[src/rtl/sevenseg_arbiter.sv]
// sevenseg_arbiter: round-robin owner of a 4-digit hex display with minimum hold time
module sevenseg_arbiter #(
  parameter int NREQ = 3,
  parameter int HOLD_CYCLES = 50000000
) (
  input  logic                 clk,
  input  logic                 rst,
  input  logic [NREQ-1:0]      req,
  input  logic [NREQ*16-1:0]   value,
  input  logic [NREQ-1:0]      blank_lz,
  output logic [NREQ-1:0]      grant,
  output logic [1:0]           owner,
  output logic                 active,
  output logic [3:0][7:0]      digits,
  output logic [3:0]           digit_en
);
  localparam int CW = $clog2(HOLD_CYCLES);
  localparam logic [CW-1:0] LAST = CW'(HOLD_CYCLES - 1);
  localparam logic [15:0][7:0] SEG = {8'h8E, 8'h86, 8'hA1, 8'hC6, 8'h83, 8'h88, 8'h90, 8'h80,
                                      8'hF8, 8'h82, 8'h92, 8'h99, 8'hB0, 8'hA4, 8'hF9, 8'hC0};
  typedef enum logic {IDLE, SHOW} state_t;
  state_t state, state_n;
  logic [CW-1:0] cnt, cnt_n;
  logic [1:0] ptr, ptr_n, owner_n, start, idx;
  logic found, show, expired;
  logic [NREQ-1:0] grant_n;
  logic [15:0] held, held_n, live;
  logic [3:0][7:0] digits_n;
  logic [3:0] en_n;

  function automatic logic [1:0] inc(input logic [1:0] x);
    return (x == 2'(NREQ - 1)) ? 2'd0 : x + 2'd1;
  endfunction

  function automatic logic [1:0] wrap(input logic [2:0] x);
    return (x >= 3'(NREQ)) ? 2'(x - 3'(NREQ)) : x[1:0];
  endfunction

  // Scan downward so the earliest index after start wins; the owner itself comes last.
  always_comb begin
    start = (state == SHOW) ? inc(owner) : ptr;
    found = 1'b0;
    idx = '0;
    for (int k = NREQ - 1; k >= 0; k--)
      if (req[wrap({1'b0, start} + 3'(k))]) begin
        found = 1'b1;
        idx = wrap({1'b0, start} + 3'(k));
      end
  end

  // The held copy follows the owner's value while it requests, then freezes.
  assign live = req[owner] ? value[{owner, 4'b0} +: 16] : held;
  assign expired = (state == SHOW) && (cnt == LAST);

  always_comb begin
    state_n = state;
    owner_n = owner;
    grant_n = '0;
    cnt_n = (state == SHOW && cnt != LAST) ? cnt + 1'b1 : cnt;
    ptr_n = ptr;
    held_n = live;
    if (found && (state == IDLE || (expired && idx != owner))) begin
      state_n = SHOW;
      owner_n = idx;
      grant_n = NREQ'(1) << idx;
      cnt_n = '0;
      ptr_n = inc(idx);
      held_n = value[{idx, 4'b0} +: 16];
    end else if (expired && !found)
      state_n = IDLE;
    show = (state == SHOW) && (state_n == SHOW);
    en_n = !show ? 4'b0000 : !blank_lz[owner] ? 4'b1111 :
           {|live[15:12], |live[15:8], |live[15:4], 1'b1};
    digits_n = show ? {SEG[live[15:12]], SEG[live[11:8]], SEG[live[7:4]], SEG[live[3:0]]} : '1;
  end

  always_ff @(posedge clk)
    if (rst) begin
      state <= IDLE;
      owner <= '0;
      grant <= '0;
      cnt <= '0;
      ptr <= '0;
      held <= '0;
      digits <= '1;
      digit_en <= '0;
    end else begin
      state <= state_n;
      owner <= owner_n;
      grant <= grant_n;
      cnt <= cnt_n;
      ptr <= ptr_n;
      held <= held_n;
      digits <= digits_n;
      digit_en <= en_n;
    end

  assign active = (state == SHOW);
endmodule
[config.mk]
export PLATFORM = sky130hd
export DESIGN_NAME = sevenseg_arbiter
export DESIGN_NICKNAME = d
export VERILOG_FILES = /design/src/rtl/sevenseg_arbiter.sv
export SDC_FILE = /design/constraint.sdc
export NUM_CORES = 1
export LEC_CHECK = 0
export CAP_MARGIN = 20
export CORE_ASPECT_RATIO = 0.7
export CORE_MARGIN = 3
export CORE_UTILIZATION = 54
export CTS_BUF_LIST = sky130_fd_sc_hd__clkbuf_8
export DETAILED_ROUTE_END_ITERATION = 10
export GPL_ROUTABILITY_DRIVEN = 0
export PLACE_DENSITY = 0.84
export REMOVE_ABC_BUFFERS = 1
export SYNTH_ARGS = -nofsm -noshare
export SYNTH_HDL_FRONTEND = slang
export SYNTH_SLANG_ARGS = --single-unit
[constraint.sdc]
create_clock -name clk -period 4.1 [get_ports clk]
set_input_delay 0.615 -clock clk [delete_from_list [all_inputs] [get_ports clk]]
set_output_delay 0.615 -clock clk [all_outputs]
set_load 0.02 [all_outputs]
Word-level counts from Yosys, hierarchy flattened

Memories as Yosys holds them, arrays and structs flattened. A register that Yosys moved wholly into a read port is not among the register bits.
Cells that the tools add are included.

Shifts and indexed selects: 3
$lt $le $gt $ge: 7
Muxes and demuxes: 27
Bitwise operators: 3
$add $sub $neg: 8
Reductions and logical operators: 14
Eq/ne operators: 5

Operators with widths:

| operator                | count |
|---|---|
| $shiftx A48 B7 Y16      | 2 |
| $mux W16                | 2 |
| $add A26 B1 Y26 const B | 1 |
| $eq A26 B26 Y1 const B  | 1 |
| $ne A26 B26 Y1 const B  | 1 |
| $mux W2                 | 9 |
| $lt A2 B3 Y1 const B    | 4 |
| $reduce_or A12 Y1       | 1 |
| $bmux W1 S2             | 5 |
| $mux W1                 | 10 |
| $reduce_or A8 Y1        | 1 |
| $ge A3 B2 Y1 const B    | 2 |
| $logic_and A1 B1 Y1     | 6 |
| $reduce_or A2 Y1        | 3 |
| $sub A2 B2 Y2 const B   | 3 |
| $add A2 B1 Y2 const B   | 2 |
| $eq A2 B2 Y1 const B    | 2 |
| $mux W4                 | 1 |
| $reduce_or A4 Y1        | 1 |
| $add A2 B1 Y3 const B   | 1 |
| $add A2 B2 Y3 const B   | 1 |
| $not A1 Y1              | 3 |
| $shl A1 B2 Y3 const A   | 1 |
| $ge A2 B2 Y1 const B    | 1 |
| 3 further kinds         | 3 |

Word-level logic and storage cells: 78
Input port bits: 56
Memories kept: 4
ROM bits: 512
Flip-flop bits (word level): 54
Output and inout bits: 42

Memories:

| name             | words | width | rd ports | clocked after Yosys merged registers in | write ports | RTL line | RTL |
|---|---|---|---|---|---|---|---|
| (name not given) | 16    | 8     | 1        | 1                                       | 0           | 74       | `digits_n = show ? {SEG[live[15:12]], SEG[live[11:8]], SEG[live[7:4]], SEG[live[3:0]]} : '1;` |
| (name not given) | 16    | 8     | 1        | 1                                       | 0           | 74       |  |
| (name not given) | 16    | 8     | 1        | 1                                       | 0           | 74       |  |
| (name not given) | 16    | 8     | 1        | 1                                       | 0           | 74       |  |

Logic depth before layout (Yosys ltp)

Word-level depth: 19
Depth in mapped cells: 13
Mapped depth without buffers: 10

Least setup slack after synthesis

Ideal clock, no wire load.

Path kind: input -> register
Start point: input port req[0]
End point: register digits[19] (netlist name)
Arrival time: 2.992 ns
Stages on the path: 10
Path slack: 0.989 ns
Buffers on the path: 3
Setup time: 0.120 ns
Cells stage by stage: buf_2 > mux2i_1 > o21ai_0 > buf_2 > buf_4 > mux2i_1 > inv_1 > ha_1 > mux2_2 > a211o_1

Word-level cells in the longest chain between the ends: 13

Ends and longest elaborated chain:

| item                              | RTL line | RTL |
|---|---|---|
| from (decl)                       | 8        | `input logic [NREQ-1:0] req,` |
| $bmux W1 S2                       | 45       | `if (req[wrap({1'b0, start} + 3'(k))]) begin` |
| $mux W1 (implied by the code)     | 45       |  |
| $mux W2 (3 in series)             | 45       |  |
| $ne A2 B2 Y1                      | 62       | `if (found && (state == IDLE \|\| (expired && idx != owner))) begin` |
| $logic_and A1 B1 Y1               | 62       |  |
| $logic_or A1 B1 Y1                | 62       |  |
| $logic_and A1 B1 Y1               | 62       |  |
| $mux W1                           | 62       |  |
| $logic_and A1 B1 Y1               | 71       | `show = (state == SHOW) && (state_n == SHOW);` |
| $not A1 Y1 (no source line)       | --       |  |
| $reduce_or A2 Y1 (no source line) | --       |  |
| to (decl)                         | 14       | `output logic [3:0][7:0] digits,` |

Several ways; a longest one is shown, not always the timed one. The select of a mux whose other input is x is not followed.
A chain may end at the register's enable or synchronous reset.

Final worst setup path

Start point: input port req[1]
End point: register digits[30] (netlist name)

The elaborated chain is that of the path after synthesis.

==> results.md <==
* Status: complete, no violations
* Antenna violations before repair at 0
* Mapped Area at 4830 µm²
* Fmax at 287 MHz
* CTS max path bufs at 2
* Placed instance count at 730
* RSZ-0062 raised after global routing: false
* Design area at 6100 µm²
* Internal power at roughly 0.0015 W
* First-pass GRT wire length at 21300 µm
* Syn_area_per_cell at 9.05 µm²
* CP max stage cell: clkdlybuf4s50_1
* Final HPWL DP at approximately 9000 µm
* # setup viols final at 0
* Cells along the critical path: clkdlybuf4s50_1 > mux2i_1 > o21ai_2 > buf_4 > o211ai_1 > o21ai_0 > inv_1 > ha_1 > mux2_2 > a221o_1
* Switch Pwr at around 0.00074 W
* WL/cell at 17.3 µm
* CP endpoint kind: register
* Worst-skew pair later-pin latency at 0.37 ns
* Num CTS Buffers at 9
* Non-Filler Instances at approximately 750
* CTS H-tree lvls at 3
* Register-to-Register Path Depth at 10
* LEAKAGE at 2.37 nW
* Crit path largest cell delay at 0.67 ns
* Most common cell after layout, fill and taps aside: clkdlybuf4s50_1
* Die Ht at 85.2 µm
* Primary FF master, synth: dfxtp_1
* Slew @ Worst Pin at roughly 0.81 ns
* Hold_sp: cnt[23]
* Num rows at 28
* Filler cells at 669
* PwrDens at 371 nW/µm²
* CP Class: primary input to register
* Pre-Repair DR Iteration Count at 4
* Port buffer count at 93
* CP top delay family: compound AO/OA/AOI/OAI gates
* Iter 0 DRT Violations at 392
* Asr flop ratio synth at 0%
* Synth top area cells: dfxtp_1 (34%), mux2i_1 (12%), ha_1 (6.5%), mux2_2 (5.6%), nor2_1 (3.4%)
* Hold buffers post-CTS at 0
* Syn Inst Count at approximately 530
* Global Route Usage Sum at approximately a quarter
* Total gr overflow at 0
* Most frequent cells in the layout: clkdlybuf4s50_1 (93), dfxtp_1 (82), mux2i_1 (57)
* Largest net degree at the start of global routing at 32
* Crit-path max FO at 13
* VDD IR max at 0.226 mV
* Final Hold Vio Count at 0
* Overall via count from detail_route at 4411
* Initial Utilization at between 50% and 60%
* Sw Share at 32.7%
* Hold Slack at 0.536 ns
* Area grow syn2layout at 26.2%
* R2R Path Start: owner[1]
* Flop2flop setup slack at 0.89 ns
* Vias in the first global route at 4377
* Final Cycle Share at between 80 and 90%
* Final #Nets at 702
* Crit path DAT at 3.74 ns
* Post_cts resized at 0
* Critical path depth in cells at 10
* CTS tree: built
* Share of cells above drive strength 1 at 11.5%
* Most area-hungry cell type in the Yosys netlist: dfxtp_1
* Hold path cells at 2
* Comb pwr share at 34.0%
* Buffers & Inverters on Critical Path at 3
* Post-Route Setup TNS at 0 ns
* Post-CTS Repair Setup Buffers at 0
* Clk pwr share at 26.9%
* Unique cell type count in the Yosys netlist at 59
* Share of the synthesized area in the top cell type at 34.0%
* #FFs+latches synth at 82
* Reg-to-reg endpoint: digit_en[1]
* DRC viols at 0
* Min Clock Period, post-route at 3.48 ns
* Register share of total power at 39.1%
* Placed inst area at 5900 µm²
* Die area at approximately 10000 µm²
* Sink Count at 82
* Die Wd at 119 µm
* I/O pin cnt at 98
* Hold Path Class: register to register
* Diode count at 0
* Final wirelength at 12900 µm
* Worst-path clk slew at ~0.08 ns
* WP data required at between 4 and 5 ns
* DRT antenna net count at 0
* Synth warn at 0
* Sequential area share after synthesis at 34.0%
* Number of enable flip-flop cells after synthesis at 0
* Core ar. at about 8600 µm²
* Worst Skew at 0.0127 ns
* Min-Delay Endpoint: cnt[23]
* Root Buffer: clkbuf_8
* Max-cap violations at 0
* Vias per cell at between 5 and 6
* Final Max Tran Viols at 0
* Crit start category: primary input
* Slew HR at 45.4%
* Power, Total at ~0.0023 W
-- metrics by stage --
step	util [%]	setup slack [ns]
2_1_floorplan	-	-0.500
3_3_place_gp	68.7	0.514
3_5_place_dp	68.7	0.312
4_1_cts	71.1	0.704
5_1_grt	71.1	0.490
6_report	71.1	0.616
-- how the worst max path moves through the flow --
stage                       to  slack (ns)     start
global route        digits[19]        0.49    req[1]
finish              digits[30]        0.62    req[1]
global placement    digits[19]        0.51    req[1]
CTS                 digits[19]        0.70    req[1]
detailed placement  digits[30]        0.31    req[1]
floorplan           digits[30]       -0.50  owner[0]
-- registers in the layout (all words and copies together) (netlist names) --
signal / count
active: 1
cnt: 26
digit_en: 4
digits: 28
grant: 3
held: 16
owner: 2
ptr: 2
-- power groups by stage --
stage / registers, W / clock network (W) / logic, W
2_1_floorplan: 0.000952 / 0 / 0.000407
3_3_place_gp: 0.000902 / 0 / 0.000720
3_5_place_dp: 0.000904 / 0 / 0.000748
4_1_cts: 0.000885 / 0.000611 / 0.000756
5_1_grt: 0.000892 / 0.000647 / 0.000829
6_report: 0.000885 / 0.000608 / 0.000768
-- worst reg2reg max path, stage by stage, from the launching register on --
cell	delay, ns
dfxtp_1	0.65
buf_4	0.31
nor2b_1	0.45
buf_4	0.31
nand2_1	0.09
o211ai_1	0.11
o21ai_0	0.33
ha_1	0.36
and4_1	0.17
and3_1	0.20
a31oi_1	0.16
-- layer usage --
layer  track usage, %  vias to the layer above  share of wire, %
met1             32.2                     2122                44
met2             44.0                      165                49
met3             6.26                       19               5.5
li1                 -                     2105                 -
met5                0                        -                 0
met4             8.31                        0               1.6
-- kinds of logic after synthesis --
| kind of cell | Yosys count | share of synthesized area (%) |
|---|---|---|
| other cells | 1 | 0.0776 |
| simple gates | 156 | 16.2 |
| fa+ha+maj | 25 | 6.47 |
| xor+xnor | 25 | 4.53 |
| mux | 81 | 17.4 |
| flops | 82 | 34.0 |
| buf+inv | 56 | 5.44 |
| compound gates | 108 | 16.0 |
-- synthesized netlist by cell type, types with 2 or more instances --
cell / n
a211o_1: 2
o21ai_0: 22
a21oi_1: 8
o22ai_1: 21
and2_1: 4
o211a_1: 2
o311ai_0: 2
inv_1: 14
o31ai_1: 3
nor3_1: 12
nand3_1: 10
buf_6: 2
a211oi_1: 3
o21ai_1: 2
nand3b_1: 2
and3_1: 4
a221o_1: 3
dfxtp_1: 82
xnor2_1: 18
nand2_1: 32
o2bb2ai_1: 10
ha_1: 25
o31a_1: 2
mux2i_1: 57
or3_1: 3
buf_4: 5
o221ai_1: 8
nor4_1: 11
nor2_1: 44
clkbuf_1: 20
mux2_2: 24
xor2_1: 7
a2bb2oi_1: 2
a21o_1: 2
buf_2: 15
nor2b_1: 7
nand4_1: 7
o211ai_1: 5
nand2b_1: 12
-- layout make-up --
| type | instances | area, µm² | area share, % |
|---|---|---|---|
| multi-input combinational | 399 | 2960 | 48.5 |
| inverter | 14 | 52.6 | 0.861 |
| sequential | 82 | 1640 | 26.9 |
| clock buffer | 11 | 151 | 2.48 |
| tap | 120 | 150 | 2.46 |
| clock inverter | 4 | 51.3 | 0.841 |
| timing repair buffer | 115 | 1100 | 18.0 |
No activity file was read; power rests on OpenSTA's default activity.
